## src/rtl/vga_timing_gen.sv

```systemverilog
// Raster timing generator for the VGA pixel path: free-running h/v counters
// with registered sync, draw-enable, new-frame pulse and frame counter.
module vga_timing_gen #(
  parameter int unsigned ACTIVE_H      = 1024,
  parameter int unsigned H_FRONT_PORCH = 24,
  parameter int unsigned H_SYNC_WIDTH  = 136,
  parameter int unsigned H_BACK_PORCH  = 160,
  parameter int unsigned ACTIVE_V      = 768,
  parameter int unsigned V_FRONT_PORCH = 3,
  parameter int unsigned V_SYNC_WIDTH  = 6,
  parameter int unsigned V_BACK_PORCH  = 29,
  parameter int unsigned FPS           = 60
) (
  input  logic        clk_pixel_in,
  input  logic        rst_in,
  output logic [10:0] hcount_out,
  output logic [9:0]  vcount_out,
  output logic        hsync_out,
  output logic        vsync_out,
  output logic        active_draw_out,
  output logic        new_frame_out,
  output logic [5:0]  frame_count_out
);

  localparam int unsigned H_TOTAL  = ACTIVE_H + H_FRONT_PORCH + H_SYNC_WIDTH + H_BACK_PORCH;
  localparam int unsigned V_TOTAL  = ACTIVE_V + V_FRONT_PORCH + V_SYNC_WIDTH + V_BACK_PORCH;
  localparam int unsigned HS_START = ACTIVE_H + H_FRONT_PORCH;
  localparam int unsigned HS_END   = HS_START + H_SYNC_WIDTH;
  localparam int unsigned VS_START = ACTIVE_V + V_FRONT_PORCH;
  localparam int unsigned VS_END   = VS_START + V_SYNC_WIDTH;

  if (H_TOTAL > 2048) begin : g_bad_h_total
    $error("vga_timing_gen: H_TOTAL exceeds 2048");
  end
  if (V_TOTAL > 1024) begin : g_bad_v_total
    $error("vga_timing_gen: V_TOTAL exceeds 1024");
  end
  if (FPS > 64) begin : g_bad_fps
    $error("vga_timing_gen: FPS exceeds 64");
  end

  logic [10:0] hcount_q, hcount_d;
  logic [9:0]  vcount_q, vcount_d;
  logic        hsync_q, hsync_d;
  logic        vsync_q, vsync_d;
  logic        active_q, active_d;
  logic        new_frame_q, new_frame_d;
  logic [5:0]  frame_q, frame_d;

  // Flags are decoded from the next counts so they land on the same edge
  // as the counts they describe; one-bit-wider compares avoid wrap at 2048/1024.
  always_comb begin
    hcount_d = hcount_q + 11'd1;
    vcount_d = vcount_q;
    if (hcount_q == 11'(H_TOTAL - 1)) begin
      hcount_d = '0;
      if (vcount_q == 10'(V_TOTAL - 1)) begin
        vcount_d = '0;
      end else begin
        vcount_d = vcount_q + 10'd1;
      end
    end

    hsync_d     = ({1'b0, hcount_d} >= 12'(HS_START)) && ({1'b0, hcount_d} < 12'(HS_END));
    vsync_d     = ({1'b0, vcount_d} >= 11'(VS_START)) && ({1'b0, vcount_d} < 11'(VS_END));
    active_d    = ({1'b0, hcount_d} < 12'(ACTIVE_H)) && ({1'b0, vcount_d} < 11'(ACTIVE_V));
    new_frame_d = ({1'b0, hcount_d} == 12'(ACTIVE_H)) && ({1'b0, vcount_d} == 11'(ACTIVE_V));

    frame_d = frame_q;
    if (new_frame_d) begin
      frame_d = (frame_q == 6'(FPS - 1)) ? '0 : frame_q + 6'd1;
    end
  end

  always_ff @(posedge clk_pixel_in) begin
    if (rst_in) begin
      hcount_q    <= '0;
      vcount_q    <= '0;
      hsync_q     <= 1'b0;
      vsync_q     <= 1'b0;
      active_q    <= 1'b0;
      new_frame_q <= 1'b0;
      frame_q     <= '0;
    end else begin
      hcount_q    <= hcount_d;
      vcount_q    <= vcount_d;
      hsync_q     <= hsync_d;
      vsync_q     <= vsync_d;
      active_q    <= active_d;
      new_frame_q <= new_frame_d;
      frame_q     <= frame_d;
    end
  end

  assign hcount_out      = hcount_q;
  assign vcount_out      = vcount_q;
  assign hsync_out       = hsync_q;
  assign vsync_out       = vsync_q;
  assign active_draw_out = active_q;
  assign new_frame_out   = new_frame_q;
  assign frame_count_out = frame_q;

endmodule
```

## config.mk

```make
export PLATFORM = sky130hd
export DESIGN_NAME = vga_timing_gen
export DESIGN_NICKNAME = d
export VERILOG_FILES = /design/src/rtl/vga_timing_gen.sv
export SDC_FILE = /design/constraint.sdc
export NUM_CORES = 1
export LEC_CHECK = 0
export CORE_AREA = 4 4 65 67
export CTS_CLUSTER_DIAMETER = 40
export CTS_CLUSTER_SIZE = 25
export DETAILED_ROUTE_END_ITERATION = 7
export DIE_AREA = 0 0 69 71
export GPL_ROUTABILITY_DRIVEN = 0
export PLACE_DENSITY = 0.78
export REMOVE_ABC_BUFFERS = 1
export SYNTH_ARGS = -nofsm -noshare
export SYNTH_HDL_FRONTEND = slang
export SYNTH_SLANG_ARGS = --single-unit
export TNS_END_PERCENT = 20
```

## constraint.sdc

```tcl
create_clock -name clk_pixel_in -period 3.8 [get_ports clk_pixel_in]
set_input_delay 0.38 -clock clk_pixel_in [delete_from_list [all_inputs] [get_ports clk_pixel_in]]
set_output_delay 0.38 -clock clk_pixel_in [all_outputs]
set_load 0.005 [all_outputs]
```

## After elaboration in Yosys (flattened, before gate mapping)

Cells that the tools add are included.

- Register bits: 31
- Input bits: 2

- Multiplexer cells: 4
- Reduce and logical (&&, ||, !) cells: 4
- Equal/unequal tests: 5
- Add/sub/neg operators: 3
- $lt $le $gt $ge: 6

Operators by type and width:

| cell | count |
|---|---|
| 11-bit == test, second input constant | 2 |
| 11-bit < comparator, second input constant | 2 |
| 10-bit == test, second input constant | 2 |
| 10-bit < comparator, second input constant | 2 |
| 10-bit two-way mux | 2 |
| 11-bit by 1-bit adder with 11-bit output, second input constant | 1 |
| 11-bit >= comparator, second input constant | 1 |
| 11-bit two-way mux | 1 |
| 10-bit by 1-bit adder with 10-bit output, second input constant | 1 |
| 10-bit >= comparator, second input constant | 1 |
| 6-bit by 1-bit adder with 6-bit output, second input constant | 1 |
| 6-bit == test, second input constant | 1 |
| 6-bit two-way mux | 1 |
| 1-bit logical AND | 4 |

## Longest topological paths before layout

- Depth after elaboration: 5
- Depth in mapped cells: 11
- Mapped depth without buffers: 9

## Least setup slack after synthesis

No wires, ideal clock.

- Kind: register -> register
- Start point: register hcount_q[7], in the netlist hcount_out[7]
- End point: register frame_q[3], in the netlist frame_count_out[3]
- Data required time: 3.729 ns
- Slack: 0.831 ns
- Data arrival time: 2.899 ns
- Cell stages (with the launch flop): 11
- Buffers on the path: 3
- Period minus slack after synthesis: 2.969 ns
- Cell sequence: dfxtp_1 buf_2 or3_4 buf_6 or4_4 buf_6 or4_4 o21ai_4 nand2_4 or4_1 a21oi_1

- Longest elaborated chain between the ends: 4
- Elaborated cells on any way between the ends: 7

RTL lines:

| what | line | RTL |
|---|---|---|
| from (decl) | 42 | `logic [10:0] hcount_q, hcount_d;` |
| from (signal assigned) | 85 | `hcount_q <= hcount_d;` |
| 11-bit by 1-bit adder with 11-bit output / 11-bit == test (equally long branches) | 53, 55 |  |
| 11-bit two-way mux / 10-bit two-way mux (equally long branches) | 55 | `if (hcount_q == 11'(H_TOTAL - 1)) begin` |
| 11-bit == test / 10-bit == test (equally long branches) | 67 | `new_frame_d = ({1'b0, hcount_d} == 12'(ACTIVE_H)) && ({1'b0, vcount_d} == 11'(ACTIVE_V));` |
| 1-bit logical AND * | 67 |  |
| to (signal assigned) | 91 | `frame_q <= frame_d;` |
| to (decl) | 48 | `logic [5:0] frame_q, frame_d;` |

Mark *: on every way between the ends. The rest lies on a longest branch, timed or not.
A chain may end at the register's enable or synchronous reset.

## Final worst setup path

- Start point: register hcount_q[0], in the netlist hcount_out[0]
- End point: register frame_q[0], in the netlist frame_count_out[0]

Same word-level chain as after synthesis.

==> flow_summary.yaml <==
route:
  vias: 1750
  dr_wl_met3_um: 181
  drt-met1-wl_um: 2209
  first_pass_iters: 4
  top_layer: "met4"
  route.detailed.drc: 0
  vias_per_cell: 5.776
  ant_nets: 0
  wl_per_cell_um: 14.74
  dr.first_iter.drc_count: 145
  drt_wl_total_um: 4466
  wl_met2_um: 1999
clock_tree:
  clk_pin_slew_ns: 0.07
  cts_buffers: 5
  clock_path_buffers: 2
  cts_sinks: 31
  htree_num_levels: 2
  cts_root_buffer: "clkbuf_8"
  postCtsSetupBuffers: 0
  cts_hold_buf: 0
  cts.repair.resized: 0
  cts_tree: "built"
  clk_latency_ns: 0.29
global_routing:
  antenna_found_initial: 0
  grtUsageTotal: 0.1809
  grt_max_degree: 20
  overflow: 0
  grt_first_pass_wirelength_um: 7341
  grt_pass1_vias: 1559
cells_and_area:
  drive_gt1_frac: 0.07843
  final_nets: 260
  layoutNonFillerInstCount: 303
  antennaDiodeCount: 0
  syn2layout_area_growth_pct: 23.02
die:
  rows: 22
  dieHeight_um: 71
  dieArea_sq_um: 4899
  io_pins: 33
  start_util: 0.5131
  die_x_um: 69
  core_area_sq_um: 3633
placed_design:
  dpl.hpwl_um: 3145
  dpl.cell_count: 295
  io_buffer_count: 32
power:
  power_density_nw_per_um2: 302.3
  leakagePower_uw: 0.0007762
  irDropWorstVdd_mv: 0.2366
synthesis:
  synth_area_per_cell_sq_um: 8.177
  netlist-cell-type-count: 51
  synth_edf_count: 0
  synth_common_cells: "dfxtp_1, nor2_1, a21oi_1"
  synth_ff_type: "dfxtp_1"
  synthTopCellsByArea: "dfxtp_1, a21oi_1, nor2_1"
  synthCells: 228
  synth_top_area_cell: "dfxtp_1"
  ys_seq_area_frac: 0.3329
  synth_area_sq_um: 1864
  ys_ff_latch: 31
  synth_top_area_frac: 0.3329
  yosysMostFrequentCell: "dfxtp_1"
  yosysWarnings: 0
  synthArstFlopShare: 0
timing:
  rsz0062_at_grt: "no"
  drv_slew: 0
  worst_slew_pin_slew_ns: 0.7324
  finalSetupViolCount: 0
  fin_crit_ns: 3.139
  finalHoldViolCount: 0
  fin_crit_sh: 0.8260
  slew_headroom: 0.5073
  clock_skew_ns: 0.005218
  setup_tns_ns: 0
  clock.fmax_mhz: 318.6
status:
  status: "completed"
run:
  cap_violations: 0
worst_setup_path:
  critPathCaptureType: "register"
  critPathArrivalTime_ns: 3.34
  crit_required_ns: 4.01
  critPathMaxFanout: 15
  path_class: "reg2reg"
  cp-start-kind: "register"
hold_path:
  hold_path.class: "reg2reg"
[worst max-delay path, stage by stage, from the launching register on]
cell and delay, ns:
dfxtp_1 0.39, ha_1 0.27, nand4_1 0.31, or4_4 0.62, o221ai_2 0.11, o2111ai_1 0.18
or3b_1 0.53, or4_1 0.50, a21oi_1 0.14
[through the flow]
stage	power, uW	setup slack, ns	hold slack (ns)	util	area [sq um]
after floorplan	345.1	0.4190	0.4491	-	1774
after global placement	359.1	0.7771	0.4951	0.5988	2176
after detailed placement	359.2	0.6973	0.5166	0.5988	2176
after CTS	699.5	0.6768	0.5244	0.6312	2293
after global routing	712.4	0.3805	0.5660	0.6312	2293
final	693.4	0.6611	0.5183	0.6312	2293
[cell type report]
type / instances / area, sq um
Clock buffer: 6 / 82.58
Multi-Input combinational cell: 172 / 1122
Clock inverter: 2 / 35.03
Inverter: 10 / 37.54
Fill cell: 317 / 1340
Timing Repair Buffer: 34 / 335.3
Sequential cell: 31 / 620.6
Tap cell: 48 / 60.06
[cell families after synthesis]
group / Yosys count / share of synthesized area
AOI/OAI and AO/OA: 48 / 0.1799
muxes: 1 / 0.005369
buffers and inverters: 25 / 0.06846
DFF: 31 / 0.3329
adders and majority gates: 4 / 0.02685
xor gates and xnor gates: 15 / 0.07047
and+or+nand+nor: 104 / 0.3161
[power by group]
| group | internal, uW | total (uW) | leakage, uW | switching (uW) |
|---|---|---|---|---|
| combinational | 10.6 | 20.5 | 0.000464 | 9.95 |
| sequential | 328 | 332 | 0.000251 | 3.46 |
| clock | 212 | 341 | 0.0000612 | 129 |
[flip-flops by register name, summed over array words and instances, names as in the netlist]
register	cells
active_draw_out	1
frame_count_out	6
vsync_out	1
vcount_out	10
new_frame_out	1
hcount_out	11
hsync_out	1
[worst paths after layout]
path | slack, ns | endpoint | cells after the start | start
hold reg to reg | 0.52 | hcount_out[0] | 1 | hcount_out[0]
setup / recovery | 0.66 | frame_count_out[0] | 8 | hcount_out[0]
hold / removal | 0.52 | hcount_out[0] | 1 | hcount_out[0]
setup reg to reg | 0.66 | frame_count_out[0] | 8 | hcount_out[0]
[routing by layer]
metal  vias up  global-route usage
met3         8             0.03551
met2        47              0.2754
met4         0             0.08460
met5         -                   0
met1       813              0.2461
li1        882                   -
[cells in the final DEF (no fill, tap or decap), drive strengths merged, types with 3 or more instances in the layout]
master / n
and4: 4
o31ai: 3
clkdlybuf4s50: 32
xor2: 7
and3: 4
nor4: 3
xnor2: 8
inv: 10
and2: 4
nand3: 13
or3: 5
o211ai: 3
nor2b: 5
nor2: 20
or4: 5
clkbuf: 6
o21ai: 10
nor3: 13
ha: 4
nand4: 5
nand2: 14
a21oi: 15
dfxtp: 31
Power figures use the tool's default switching activity.
